File: config.mk
export PLATFORM = sky130hd
export DESIGN_NAME = lsa_bus_ctl
export DESIGN_NICKNAME = d
export VERILOG_FILES = /design/src/rtl/lsa_bus_ctl.sv
export SDC_FILE = /design/constraint.sdc
export NUM_CORES = 1
export LEC_CHECK = 0
export CORE_ASPECT_RATIO = 1.4
export CORE_MARGIN = 3
export CORE_UTILIZATION = 42
export DETAILED_ROUTE_END_ITERATION = 6
export PLACE_DENSITY = 0.78
export SLEW_MARGIN = 30
export SYNTH_ARGS = -nofsm -noshare
export SYNTH_HDL_FRONTEND = slang
export SYNTH_SLANG_ARGS = --single-unit
File: constraint.sdc
create_clock -name clock_in -period 2.2 [get_ports clock_in]
set_clock_uncertainty 0.15 [all_clocks]
set_input_delay 0.44 -clock clock_in [delete_from_list [all_inputs] [get_ports clock_in]]
set_output_delay 0.44 -clock clock_in [all_outputs]
set_load 0.01 [all_outputs]
File: src/rtl/lsa_bus_ctl.sv
`default_nettype none
// ============================================================================
// Module   : lsa_bus_ctl
// Purpose  : Single-outstanding memory bus sequencer between the LSA CPU core
//            and lsa_mem. Turns a req/ack request into registered
//            mem_fetch/mem_oe/mem_we/mem_add/mem_in strobes with programmable
//            read-wait and write-hold timing, and captures read data.
// Revision : 1.0 - initial release
// ============================================================================
module lsa_bus_ctl #(
  parameter int unsigned RD_WAIT   = 1,
  parameter int unsigned WR_CYCLES = 1
) (
  input  logic        clock_in,
  input  logic        reset_in,
  input  logic        cpu_req,
  input  logic        cpu_rnw,
  input  logic        cpu_fetch,
  input  logic [15:0] cpu_add,
  input  logic [15:0] cpu_wdata,
  output logic        cpu_ack,
  output logic        cpu_busy,
  output logic [15:0] cpu_rdata,
  output logic        mem_fetch,
  output logic        mem_oe,
  output logic        mem_we,
  output logic [15:0] mem_add,
  output logic [15:0] mem_in,
  input  logic [15:0] mem_rdata
);

  // Counter preload for a phase lasting 'cycles' clocks. Zero is treated as
  // one cycle; values above the 4-bit counter range saturate at 16 cycles.
  function automatic logic [3:0] load_val(input int unsigned cycles);
    if (cycles <= 32'd1) begin
      return 4'd0;
    end else if (cycles >= 32'd16) begin
      return 4'd15;
    end else begin
      return 4'(cycles - 32'd1);
    end
  endfunction

  localparam logic [3:0] c_rd_load = load_val(RD_WAIT);
  localparam logic [3:0] c_wr_load = load_val(WR_CYCLES);

  typedef enum logic [1:0] {
    ST_IDLE  = 2'd0,
    ST_READ  = 2'd1,
    ST_WRITE = 2'd2,
    ST_DONE  = 2'd3
  } state_t;

  state_t     r_state;
  state_t     w_next_state;
  logic [3:0] r_cnt;
  logic [3:0] w_next_cnt;
  logic       r_fetch;
  logic       w_accept;
  logic       w_capture;
  logic       w_fetch_bit;

  // Next-state and wait-counter logic; also flags acceptance and read capture.
  always_comb begin
    w_next_state = r_state;
    w_next_cnt   = r_cnt;
    w_accept     = 1'b0;
    w_capture    = 1'b0;
    case (r_state)
      ST_IDLE: begin
        if (cpu_req) begin
          w_accept = 1'b1;
          if (cpu_rnw) begin
            w_next_state = ST_READ;
            w_next_cnt   = c_rd_load;
          end else begin
            w_next_state = ST_WRITE;
            w_next_cnt   = c_wr_load;
          end
        end
      end
      ST_READ: begin
        if (r_cnt == 4'd0) begin
          w_capture    = 1'b1;
          w_next_state = ST_DONE;
        end else begin
          w_next_cnt = r_cnt - 4'd1;
        end
      end
      ST_WRITE: begin
        if (r_cnt == 4'd0) begin
          w_next_state = ST_DONE;
        end else begin
          w_next_cnt = r_cnt - 4'd1;
        end
      end
      ST_DONE: begin
        // Request is deliberately ignored here; the CPU drops it during ack.
        w_next_state = ST_IDLE;
      end
      default: begin
        w_next_state = ST_IDLE;
        w_next_cnt   = 4'd0;
      end
    endcase
  end

  // Fetch qualifier for the upcoming READ phase: fresh from the CPU on the
  // accepting edge, otherwise the value latched at acceptance.
  always_comb begin
    w_fetch_bit = r_fetch;
    if (w_accept) begin
      w_fetch_bit = cpu_fetch;
    end
  end

  // State register and wait counter.
  always_ff @(posedge clock_in or negedge reset_in) begin
    if (!reset_in) begin
      r_state <= ST_IDLE;
      r_cnt   <= 4'd0;
    end else begin
      r_state <= w_next_state;
      r_cnt   <= w_next_cnt;
    end
  end

  // Registered strobes decoded from the next state so they line up with it.
  always_ff @(posedge clock_in or negedge reset_in) begin
    if (!reset_in) begin
      mem_oe    <= 1'b0;
      mem_we    <= 1'b0;
      mem_fetch <= 1'b0;
      cpu_ack   <= 1'b0;
      cpu_busy  <= 1'b0;
    end else begin
      mem_oe    <= (w_next_state == ST_READ);
      mem_we    <= (w_next_state == ST_WRITE);
      mem_fetch <= (w_next_state == ST_READ) && w_fetch_bit;
      cpu_ack   <= (w_next_state == ST_DONE);
      cpu_busy  <= (w_next_state != ST_IDLE);
    end
  end

  // Address/data latches and read-data capture; CPU bus may change after accept.
  always_ff @(posedge clock_in or negedge reset_in) begin
    if (!reset_in) begin
      r_fetch   <= 1'b0;
      mem_add   <= 16'h0000;
      mem_in    <= 16'h0000;
      cpu_rdata <= 16'h0000;
    end else begin
      if (w_accept) begin
        r_fetch <= cpu_fetch;
        mem_add <= cpu_add;
        if (!cpu_rnw) begin
          mem_in <= cpu_wdata;
        end
      end
      if (w_capture) begin
        cpu_rdata <= mem_rdata;
      end
    end
  end

endmodule
`default_nettype wire

==> results of run 1 <==
layer usage:
| metal | global-route usage, % | vias to the layer above |
|---|---|---|
| li1 | - | 789 |
| met1 | 17.9 | 812 |
| met2 | 27.7 | 63 |
| met3 | 4.91 | 6 |
| met4 | 7.99 | 0 |
| met5 | 0 | - |
flip-flops by register name, summed over array words and instances (netlist names), 2 cells and up:
name and cells:
cpu_rdata 16, mem_add 16, mem_in 16, r_cnt 4, r_state 2
cell usage after synthesis:
cell      count
a21o_1        1
mux2i_1       1
nand2b_1      1
ha_1          6
o22ai_1       1
buf_12        1
nor4_1        1
and2_1        3
nor2_1        2
nand2_4       1
o211ai_1      2
nor3b_1       1
a21oi_1       3
o21ai_0       4
buf_2         1
or2_1         1
mux2_4       10
inv_1         7
dfrtp_1      60
nor2b_1       2
nand2_1       4
nor3b_2       1
buf_6         2
mux2_2       39
nand4b_1      1
nand3b_1      1
buf_4         1
o21a_1        1
path summary, 6_finish.rpt:
| check | start | end | slack, ns | cells past startpoint |
|---|---|---|---|---|
| worst max register to register | r_cnt[0] | cpu_rdata[11] | 0.22 | 6 |
| max in group asynchronous | reset_in | cpu_rdata[2] | 0.96 | 3 |
| worst max-delay path | r_cnt[0] | cpu_rdata[11] | 0.22 | 6 |
| worst min register to register | cpu_rdata[1] | cpu_rdata[1] | 0.35 | 1 |
| min in group asynchronous | reset_in | mem_add[10] | 0.44 | 2 |
| worst min-delay path | cpu_rdata[1] | cpu_rdata[1] | 0.35 | 1 |
timing repair:
item	4_1_cts	5_1_grt
hold endpoints to repair	16	0
endpoints found under the setup margin	0	0
hold buffers	1	0
setup buffers	0	0
metrics by stage:
step | std cells | cell area, um2 | setup slack, ns
floorplan | 159 | 2450 | 0.343
global placement | 335 | 3620 | 0.178
detailed placement | 335 | 3620 | 0.177
CTS | 351 | 3810 | 0.193
global route | 351 | 3810 | 0.103
finish | 351 | 3810 | 0.217
worst reg2reg max path, cell delays in order (launching register included):
cell and delay (ns):
dfrtp_1 0.40, inv_1 0.09, ha_1 0.14, nor3b_2 0.34, and2_1 0.23, buf_12 0.16
mux2_2 0.34
kinds of logic after synthesis:
kind of cell	synth area share (%)
compound gates	2.91
fa+ha+maj	3.07
buf+inv	3.32
flops	61.3
mux	24.5
simple gates	4.91
cell type report:
class / instances / area [um2]
Timing Repair Buffer: 114 / 1150
Fill cell: 414 / 1760
Clock buffer: 11 / 151
Tap cell: 68 / 85.1
Clock inverter: 4 / 25.0
Inverter: 7 / 26.3
Sequential cell: 60 / 1500
Multi-Input combinational cell: 87 / 866
report_power, final:
part	switching (mW)	internal, mW
logic	0.926	1.59
registers	0.251	1.63
clock network	0.399	0.459
total	1.58	3.68
==> results by group, run 1 <==
Floorplan
  • Number of I/O pins: approximately 110
  • Total Die Area: around 6800 um2
  • Die Width: between 70 and 80 um
  • Number of placement rows: 32
  • Initial Util: a little over two fifths
  • Core Box Area: 5570 um2
  • Height of the chip: a little under 100 um

Timing
  • Least-Margin Pin Slew: ~0.45 ns
  • Part of the cycle the worst path needs: between 90% and 100%
  • Setup repair after global routing missed its margin: false
  • Max Fclk: just over 500 MHz
  • Number of setup violations in the final report: 0
  • Max-slew headroom: 69.9%
  • Final critical delay including setup and external delays: 1.98 ns
  • Pins Over Slew Limit: 0
  • Aggregate negative setup slack: 0 ns
  • Final hold violation count: 0
  • Post-route worst hold slack: about 0.35 ns

Synthesis
  • Mean area per synthesized cell: roughly 15 um2
  • Synthesized Nets: approximately 220
  • Ranking of synthesized cells by area: dfrtp_1 (61%), mux2_2 (18%), mux2_4 (6.1%)
  • Portion of the post-synthesis area used by sequential elements: between 60% and 70%
  • Cell count after synthesis: 159
  • Cell Area, Synth: between 2000 and 2500 um2
  • Fraction of post-synthesis cell area in the top cell type by area: around three fifths
  • Number of distinct library cells after synthesis: 28
  • Yosys warns: 0
  • Number of synthesized register bits: 60
  • Largest area contributor in the synthesized netlist: dfrtp_1

GRT
  • Largest net degree at the start of global routing: 28
  • Vias in the first global route: roughly 1,800
  • Number of antenna violations at the first check in global routing: 0
  • Total congestion overflow: 0
  • Global-route wire length before repair: slightly above 8 mm
  • GRT Util Overall: approximately 16%

Route
  • Top layer used by detailed routing: met4
  • Total Wirelength: around 5.2 mm
  • DR WL met3: 374 um
  • DR pass1 iterations: 4
  • Wire length on met2: around 2.8 mm
  • Number of vias after detailed routing: between 1,500 and 2,000
  • Final routed DRC violation total: 0
  • Initial drt markers: 64
  • Routed met1 length: between 1.5 and 2 mm
  • Vias per inst: about 4.8
  • Antenna-violating nets left: 0
  • Wire length per cell after detailed routing: ~15 um

CTS
  • Clock tree from TritonCTS: yes
  • Clock edge transition at the registers on the reported setup and hold paths: ~0.06 ns
  • Number of buffers created by CTS: 9
  • Cell at the root of the clock tree: clkbuf_8
  • H-tree levels: 3
  • Maximum root-to-sink buffer count: 2
  • Count of instances resized after the clock tree is built: 0
  • Clock insertion delay at the later pin of the skew report: approximately 0.32 ns
  • Number of clock sinks: 60

Critical path
  • Crit path buffers/inverters: 2
  • Kind of cell with the highest combined delay on the critical path: simple AND/OR/NAND/NOR gates
  • Start-to-end type of the worst setup path: flop to flop
  • Critical Path Fanout Max: 16
  • Critical path data arrival time: ~2.0 ns
  • Kind of start point of the critical path: flop
  • List of cells traversed by the critical path: inv_1, ha_1, nor3b_2, and2_1, buf_12, mux2_2
  • WP data required: about 2.3 ns
  • Crit-path max cell delay: 0.40 ns
  • Kind of capture point of the worst setup path: flop
  • Cell type of the slowest stage on the worst timing path: dfrtp_1

Final layout
  • Leading cell type in the layout, fill and taps excluded: clkdlybuf4s50_1
  • Most frequent cells in the layout: clkdlybuf4s50_1 (104), dfrtp_1 (60), mux2_2 (39), clkbuf_8 (11), mux2_4 (10)
  • Count of nets after finishing: roughly 340
  • Post-Route Utilization: between 60% and 70%
  • ANT cells: 0
  • Ratio of cells with drive above 1 in the final layout: between 20% and 30%
  • Syn-to-layout area delta: 55.5%

Run status
  • Run status: finished clean

Placement
  • Final weighted congestion of routability-driven global placement: approximately 0.78
  • HPWL Detailed: just over 4 mm
  • IO buf count: 105

Min path
  • Class of the tightest hold or removal check: flop to flop

Power and ir drop
  • Total leakage power: 1.67 nW
  • Total power per unit cell area: between 1000 and 1500 nW/um2
  • Peak ir drop on the vdd network: 0.653 mV
  • Total power: 5.26 mW

Flow run
  • Max-cap viol count: 0
No activity file was read; power rests on OpenSTA's default activity.
==> run 2, diff against run 1 <==
--- a/config.mk
+++ b/config.mk
@@ -9,6 +9,7 @@
 export CORE_MARGIN = 3
 export CORE_UTILIZATION = 42
 export DETAILED_ROUTE_END_ITERATION = 6
+export HOLD_SLACK_MARGIN = 0.15
 export PLACE_DENSITY = 0.78
 export SLEW_MARGIN = 30
 export SYNTH_ARGS = -nofsm -noshare
==> results of run 2 <==
The final DEF is identical to that of run 1; final timing and power are the same.
